`src/rtl/bicubic_sched.sv`:
```
// bicubic_sched: raster-order window scheduler for the three-channel (R/G/B)
// bicubic upsample datapath. Forks each window request to all three channels,
// joins their responses, and bounds in-flight windows with a credit counter.
// Optional feature macro: BICUBIC_SCHED_PERF_EN (builds the stall counter).
module bicubic_sched #(
    parameter int IMG_WIDTH       = 960,
    parameter int IMG_HEIGHT      = 540,
    parameter int MAX_OUTSTANDING = 4,
    parameter int CNT_WIDTH       = 12
) (
    input  logic                 clk,
    input  logic                 rst_n,
    input  logic                 start,
    output logic                 busy,
    output logic                 done,
    input  logic                 bf_req_valid,
    output logic                 sched_req_ready,
    output logic [2:0]           ch_req_valid,
    input  logic [2:0]           ch_req_ready,
    output logic [CNT_WIDTH-1:0] req_x,
    output logic [CNT_WIDTH-1:0] req_y,
    input  logic [2:0]           ch_rsp_valid,
    output logic [2:0]           ch_rsp_ready,
    output logic                 sched_rsp_valid,
    input  logic                 bf_rsp_ready,
    output logic [CNT_WIDTH-1:0] rsp_x,
    output logic [CNT_WIDTH-1:0] rsp_y,
    output logic [31:0]          perf_stall_cycles
);

    localparam logic [1:0] S_IDLE  = 2'd0;
    localparam logic [1:0] S_RUN   = 2'd1;
    localparam logic [1:0] S_DRAIN = 2'd2;
    localparam logic [1:0] S_DONE  = 2'd3;

    localparam logic [CNT_WIDTH-1:0] X_LAST     = CNT_WIDTH'(IMG_WIDTH - 1);
    localparam logic [CNT_WIDTH-1:0] Y_LAST     = CNT_WIDTH'(IMG_HEIGHT - 1);
    localparam logic [3:0]           CREDIT_MAX = 4'(MAX_OUTSTANDING);

    logic [1:0] state;
    logic [2:0] acc;
    logic [3:0] credits;
    logic       active;
    logic       can_issue;
    logic       issue;
    logic       rsp_fire;
    logic       last_req;
    logic       last_rsp;

    // Combinational fork/join and status decode
    always_comb begin
        active          = (state == S_RUN) || (state == S_DRAIN);
        can_issue       = (state == S_RUN) && (credits < CREDIT_MAX);
        ch_req_valid    = {3{bf_req_valid & can_issue}} & ~acc;
        issue           = bf_req_valid & can_issue & (&(acc | (ch_req_valid & ch_req_ready)));
        sched_req_ready = issue;
        sched_rsp_valid = active & (&ch_rsp_valid);
        rsp_fire        = sched_rsp_valid & bf_rsp_ready;
        ch_rsp_ready    = {3{rsp_fire}};
        busy            = active;
        done            = (state == S_DONE);
        last_req        = (req_x == X_LAST) && (req_y == Y_LAST);
        last_rsp        = (rsp_x == X_LAST) && (rsp_y == Y_LAST);
    end

    // Frame state machine
    always_ff @(posedge clk or negedge rst_n) begin
        if (!rst_n) begin
            state <= S_IDLE;
        end else begin
            case (state)
                S_IDLE:  if (start) state <= S_RUN;
                S_RUN:   if (issue && last_req) state <= S_DRAIN;
                S_DRAIN: if (rsp_fire && last_rsp) state <= S_DONE;
                default: state <= S_IDLE;
            endcase
        end
    end

    // Per-channel accepted flags; cleared once the whole window has issued
    always_ff @(posedge clk or negedge rst_n) begin
        if (!rst_n) begin
            acc <= '0;
        end else if (issue) begin
            acc <= '0;
        end else begin
            acc <= acc | (ch_req_valid & ch_req_ready);
        end
    end

    // Credit counter; a simultaneous issue and response leaves it unchanged
    always_ff @(posedge clk or negedge rst_n) begin
        if (!rst_n) begin
            credits <= '0;
        end else begin
            case ({issue, rsp_fire})
                2'b10:   credits <= credits + 4'd1;
                2'b01:   credits <= credits - 4'd1;
                default: credits <= credits;
            endcase
        end
    end

    // Request coordinate, raster order, wrapping to (0,0) after the last window
    always_ff @(posedge clk or negedge rst_n) begin
        if (!rst_n) begin
            req_x <= '0;
            req_y <= '0;
        end else if (issue) begin
            if (req_x == X_LAST) begin
                req_x <= '0;
                req_y <= (req_y == Y_LAST) ? '0 : req_y + 1'b1;
            end else begin
                req_x <= req_x + 1'b1;
            end
        end
    end

    // Response coordinate; relies on in-order responses from the channels
    always_ff @(posedge clk or negedge rst_n) begin
        if (!rst_n) begin
            rsp_x <= '0;
            rsp_y <= '0;
        end else if (rsp_fire) begin
            if (rsp_x == X_LAST) begin
                rsp_x <= '0;
                rsp_y <= (rsp_y == Y_LAST) ? '0 : rsp_y + 1'b1;
            end else begin
                rsp_x <= rsp_x + 1'b1;
            end
        end
    end

`ifdef BICUBIC_SCHED_PERF_EN
    // Saturating count of RUN cycles where the buffer offered a window but none issued
    always_ff @(posedge clk or negedge rst_n) begin
        if (!rst_n) begin
            perf_stall_cycles <= '0;
        end else if ((state == S_IDLE) && start) begin
            perf_stall_cycles <= '0;
        end else if ((state == S_RUN) && bf_req_valid && !issue && (perf_stall_cycles != '1)) begin
            perf_stall_cycles <= perf_stall_cycles + 32'd1;
        end
    end
`else
    assign perf_stall_cycles = '0;
`endif

endmodule

```
`config.mk`:
```
export PLATFORM = sky130hd
export DESIGN_NAME = bicubic_sched
export DESIGN_NICKNAME = d
export VERILOG_FILES = /design/src/rtl/bicubic_sched.sv
export SDC_FILE = /design/constraint.sdc
export NUM_CORES = 1
export LEC_CHECK = 0
export BUFFER_PORTS_ARGS = -buffer_cell sky130_fd_sc_hd__buf_2
export CORE_MARGIN = 3
export CORE_UTILIZATION = 35
export CTS_BUF_LIST = sky130_fd_sc_hd__clkbuf_8
export CTS_CLUSTER_SIZE = 20
export DETAILED_ROUTE_END_ITERATION = 10
export SYNTH_ARGS = -nofsm -noshare
export SYNTH_HDL_FRONTEND = slang
export SYNTH_SLANG_ARGS = --single-unit
```
`constraint.sdc`:
```
create_clock -name clk -period 3.6 [get_ports clk]
set_input_delay 0.18 -clock clk [delete_from_list [all_inputs] [get_ports clk]]
set_output_delay 0.18 -clock clk [all_outputs]
set_load 0.005 [all_outputs]
```
==> out/qor_table.md <==
| Stage | Result | Reported |
|:---|:---|:---|
| yosys | Largest cells by area after synthesis | sky130_fd_sc_hd__dfrtp_1 (44%), sky130_fd_sc_hd__buf_4 (8.1%), sky130_fd_sc_hd__ha_1 (4.6%) |
| yosys | Mean instance size in the synthesized netlist | 9.84 um^2 |
| floorplan | Die X-Extent | 102 um |
| floorplan | I/O pin total | 101 |
| floorplan | Die area | 10500 um^2 |
| global routing | GRT overflow | 0 |
| cts | CTS HTree Levels | 3 |
| yosys | Proportion of register bits with asynchronous set or reset after synthesis | 100% |
| sta | Minimum clock period | 2940 ps |
| cts | Clk Latency, worst-skew pair | 340 ps |
| sta | Post-route clock skew | 9.67 ps |
| setup path | Stages on worst setup path | 11 |
| global routing | GRT Resource Usage Total | 13.6% |
| sta | Sum of negative setup slack | 0 ps |
| setup path | Arrival time at the worst endpoint | 3150 ps |
| floorplan | Effective utilization at floorplan | 36.7% |
| sta | Count of final setup violators | 0 |
| route | Wirelength per Cell | 13.4 um |
| setup path | Maximum single-stage delay on the critical path | 720 ps |
| setup path | Critical Path RT | 3810 ps |
| yosys | Post-synth top area share | 43.9% |
| power | P per Cell Area | 427 nW/um^2 |
| flow run | Max-cap violations | 0 |
| sta | Final hold viol count | 0 |
| power | Leakage power figure | 1.94 nW |
| hold path | Hold path depth | 3 |
| route | Vias per cell | 4.77 |
| setup path | Critical path, cell by cell | inv_1 -> ha_1 -> nand4bb_1 -> or4_1 -> ha_1 -> xor2_1 -> ha_1 -> a21oi_1 -> xor2_1 -> nor2_1 -> xor2_1 |
| sta | Max-slew headroom at the worst pin | 38.5% |
| setup path | Critical path type | register to register |
| yosys | Number of enable-type register cells in the synthesized netlist | 0 |
| yosys | Flop and latch count out of synthesis | 57 |
| yosys | Post-synth top area cell | sky130_fd_sc_hd__dfrtp_1 |
| global routing | Number of antenna violations at the first check in global routing | 0 |
| final layout | P&R area growth vs syn | 15.5% |
| route | Number of vias after detailed routing | 2461 |
| outcome | Result of the run | finished, final reports clean |
| sta | Final period util | 81.8% |
| sta | Worst hold slack across all endpoints | 101 ps |
| setup path | Number of buffer and inverter instances along the worst setup path | 1 |
| yosys | Most frequent cells after synthesis | sky130_fd_sc_hd__dfrtp_1 (57), sky130_fd_sc_hd__buf_4 (35), sky130_fd_sc_hd__nor2_1 (35) |
| setup path | Worst reg2reg startpoint | state[1] |
| yosys | Yosys synthesis warning count | 0 |
| cts | Count of clock tree sinks | 57 |
| power | Total Power | 1.60 mW |
| global routing | First-pass GRT wire length | 11300 um |
| final layout | Layout cells sized above 1 | 24.0% |
| yosys | Number of instances in the synthesized netlist | 330 |
| yosys | Share of the yosys chip area belonging to registers | 43.9% |
| cts | Clock input transition at the sequential cells of the worst setup and hold paths | 60 ps |
| yosys | Number of distinct standard cells referenced by the synthesized netlist | 47 |
| hold path | Type of the most critical hold path | primary input to register |
| route | DRC violation total after the first TritonRoute iteration | 87 |
| sta | Worst-Margin Slew | 913 ps |
| cts | Total CTS buffers | 9 |
| hold path | Hold Startpoint | ch_req_ready[0] |
| sta | Maximum frequency from static timing analysis | 0.340 GHz |
| setup path | Largest fanout of any net on the critical path | 7 |
| floorplan | Vertical die dimension | 102 um |
| final layout | FILL cells | 894 |
| placed design | Global placer's final weighted congestion | 0.847 |
| setup path | Depth of the worst register-to-register path | 11 |
| cts | Clock tree from TritonCTS | yes |
| setup path | Family of cells with the greatest summed delay on the critical path | simple AND/OR/NAND/NOR gates |
| route | DRC viols | 0 |
| cts | Bufs on Longest Clock Path | 2 |
| yosys | Cell Area, Synth | 3250 um^2 |
| setup path | Worst flop-to-flop path endpoint | credits[2] |
| cts | Clock root buffer | sky130_fd_sc_hd__clkbuf_8 |
| yosys | Most repeated cell in the gate-level netlist after synthesis | sky130_fd_sc_hd__dfrtp_1 |
| cts | Setup repair bufs after CTS | 0 |
| placed design | Sum of net half-perimeters after detailed placement | 5100 um |
| hold path | Hold path endpoint | acc[0] |
| setup path | Category of the worst setup path capture point | register |
| route | Remaining antenna violation count | 0 |
| floorplan | Core Area | 8850 um^2 |
| final layout | Count of antenna diodes in the layout | 0 |
| global routing | Pin count of the biggest net entering global routing | 36 |
| placed design | Setup slack after placement | 640 ps |
| setup path | Critical path startpoint category | register |
| route | TritonRoute pass-1 iters | 4 |
| global routing | Via count of the first global-routing pass | 2290 |
| placed design | Count of buffers from port buffering | 68 |
| power | Maximum ir drop on the vdd rail | 0.000180 V |
| route | Total routed wirelength | 6900 um |
| sta | Final number of max-transition violations | 0 |
| setup path | Library cell contributing the largest single delay on the critical path | sky130_fd_sc_hd__or4_1 |
| sta | Min setup slack post-route | 656 ps |
| yosys | Most used DFF post-synth | sky130_fd_sc_hd__dfrtp_1 |
| setup path | R2R setup slack | 660 ps |
| final layout | Final net count | 426 |
| sta | Unrepaired setup endpoints after global routing | no |
| floorplan | Number of placement rows | 34 |
## flip-flops by register name, indices dropped and copies added, names as in the netlist
name     cells
acc          3
req_y       12
rsp_y       12
state        2
rsp_x       12
credits      4
req_x       12
## routing by layer
metal	share of wire, %	GRT usage [%]	up-vias
met3	4.7	2.80	10
met2	46	20.8	70
met4	1.9	5.75	0
met5	0	0	-
li1	-	-	1227
met1	47	18.5	1154
## placed cells by master, fill, tap and decap left out, drive strengths merged, types with 14 or more instances in the layout
cell type | Yosys | final
dfrtp | 57 | 57
nor2 | 35 | 35
nand3 | 21 | 21
nand2 | 19 | 19
xnor2 | 15 | 15
conb | 1 | 32
buf | 38 | 71
xor2 | 17 | 17
inv | 12 | 14
## metrics by stage
stage               instance area, um^2  util [%]  instances
CTS                                3750      42.4        516
floorplan                          3360         -        361
global placement                   3570      40.3        499
detailed placement                 3570      40.3        499
global route                       3750      42.4        516
finish                             3750      42.4        516
## worst max-delay path by stage
stage | end | startpoint | slack, ps
global placement | credits[2] | state[1] | 730
CTS | credits[2] | state[1] | 620
floorplan | credits[2] | state[1] | 940
finish | credits[2] | state[1] | 660
global route | credits[2] | state[1] | 480
detailed placement | credits[2] | state[1] | 640
## cell type report
type                            count  area (um^2)  area share, %
Clock buffer                       11          151           4.04
Clock inverter                      5         22.5          0.600
Inverter                           13         53.8           1.43
Multi-Input combinational cell    250         1590           42.4
Sequential cell                    57         1430           38.0
Tap cell                          108          135           3.60
Timing Repair Buffer               72          373           9.94
## worst register-to-register path, stage by stage (launching register included)
cell	delay, ps
sky130_fd_sc_hd__dfrtp_1	430
sky130_fd_sc_hd__inv_1	90
sky130_fd_sc_hd__ha_1	210
sky130_fd_sc_hd__nand4bb_1	180
sky130_fd_sc_hd__or4_1	720
sky130_fd_sc_hd__ha_1	340
sky130_fd_sc_hd__xor2_1	180
sky130_fd_sc_hd__ha_1	180
sky130_fd_sc_hd__a21oi_1	140
sky130_fd_sc_hd__xor2_1	150
sky130_fd_sc_hd__nor2_1	60
sky130_fd_sc_hd__xor2_1	140
## logic make-up (layout without fill, tap and decap cells)
kind of cell             Yosys count  count (layout)  synth area share, %
XOR/XNOR                          32              32                 8.63
other                              1              32                0.115
buffers and inverters             54             101                 10.7
flip-flops                        57              57                 43.9
AO/OA/AOI/OAI                     37              37                 7.24
multiplexers                       7               7                 2.47
AND/OR/NAND/NOR                  130             130                 22.3
adder cells (fa/ha/maj)           12              12                 4.62
## power breakdown
group          total (mW)  internal (mW)  switching (mW)
combinational       0.273          0.135           0.139
sequential          0.801          0.717          0.0840
clock               0.529          0.278           0.251
total                1.60           1.13           0.473
## what timing repair did
action                                  in CTS  in global routing
resized for setup                            0                  0
hold buffers                                 1                  0
endpoints found under the hold margin       22                  0
endpoints found under the setup margin       0                  0
(Power assumes the default switching activity.)
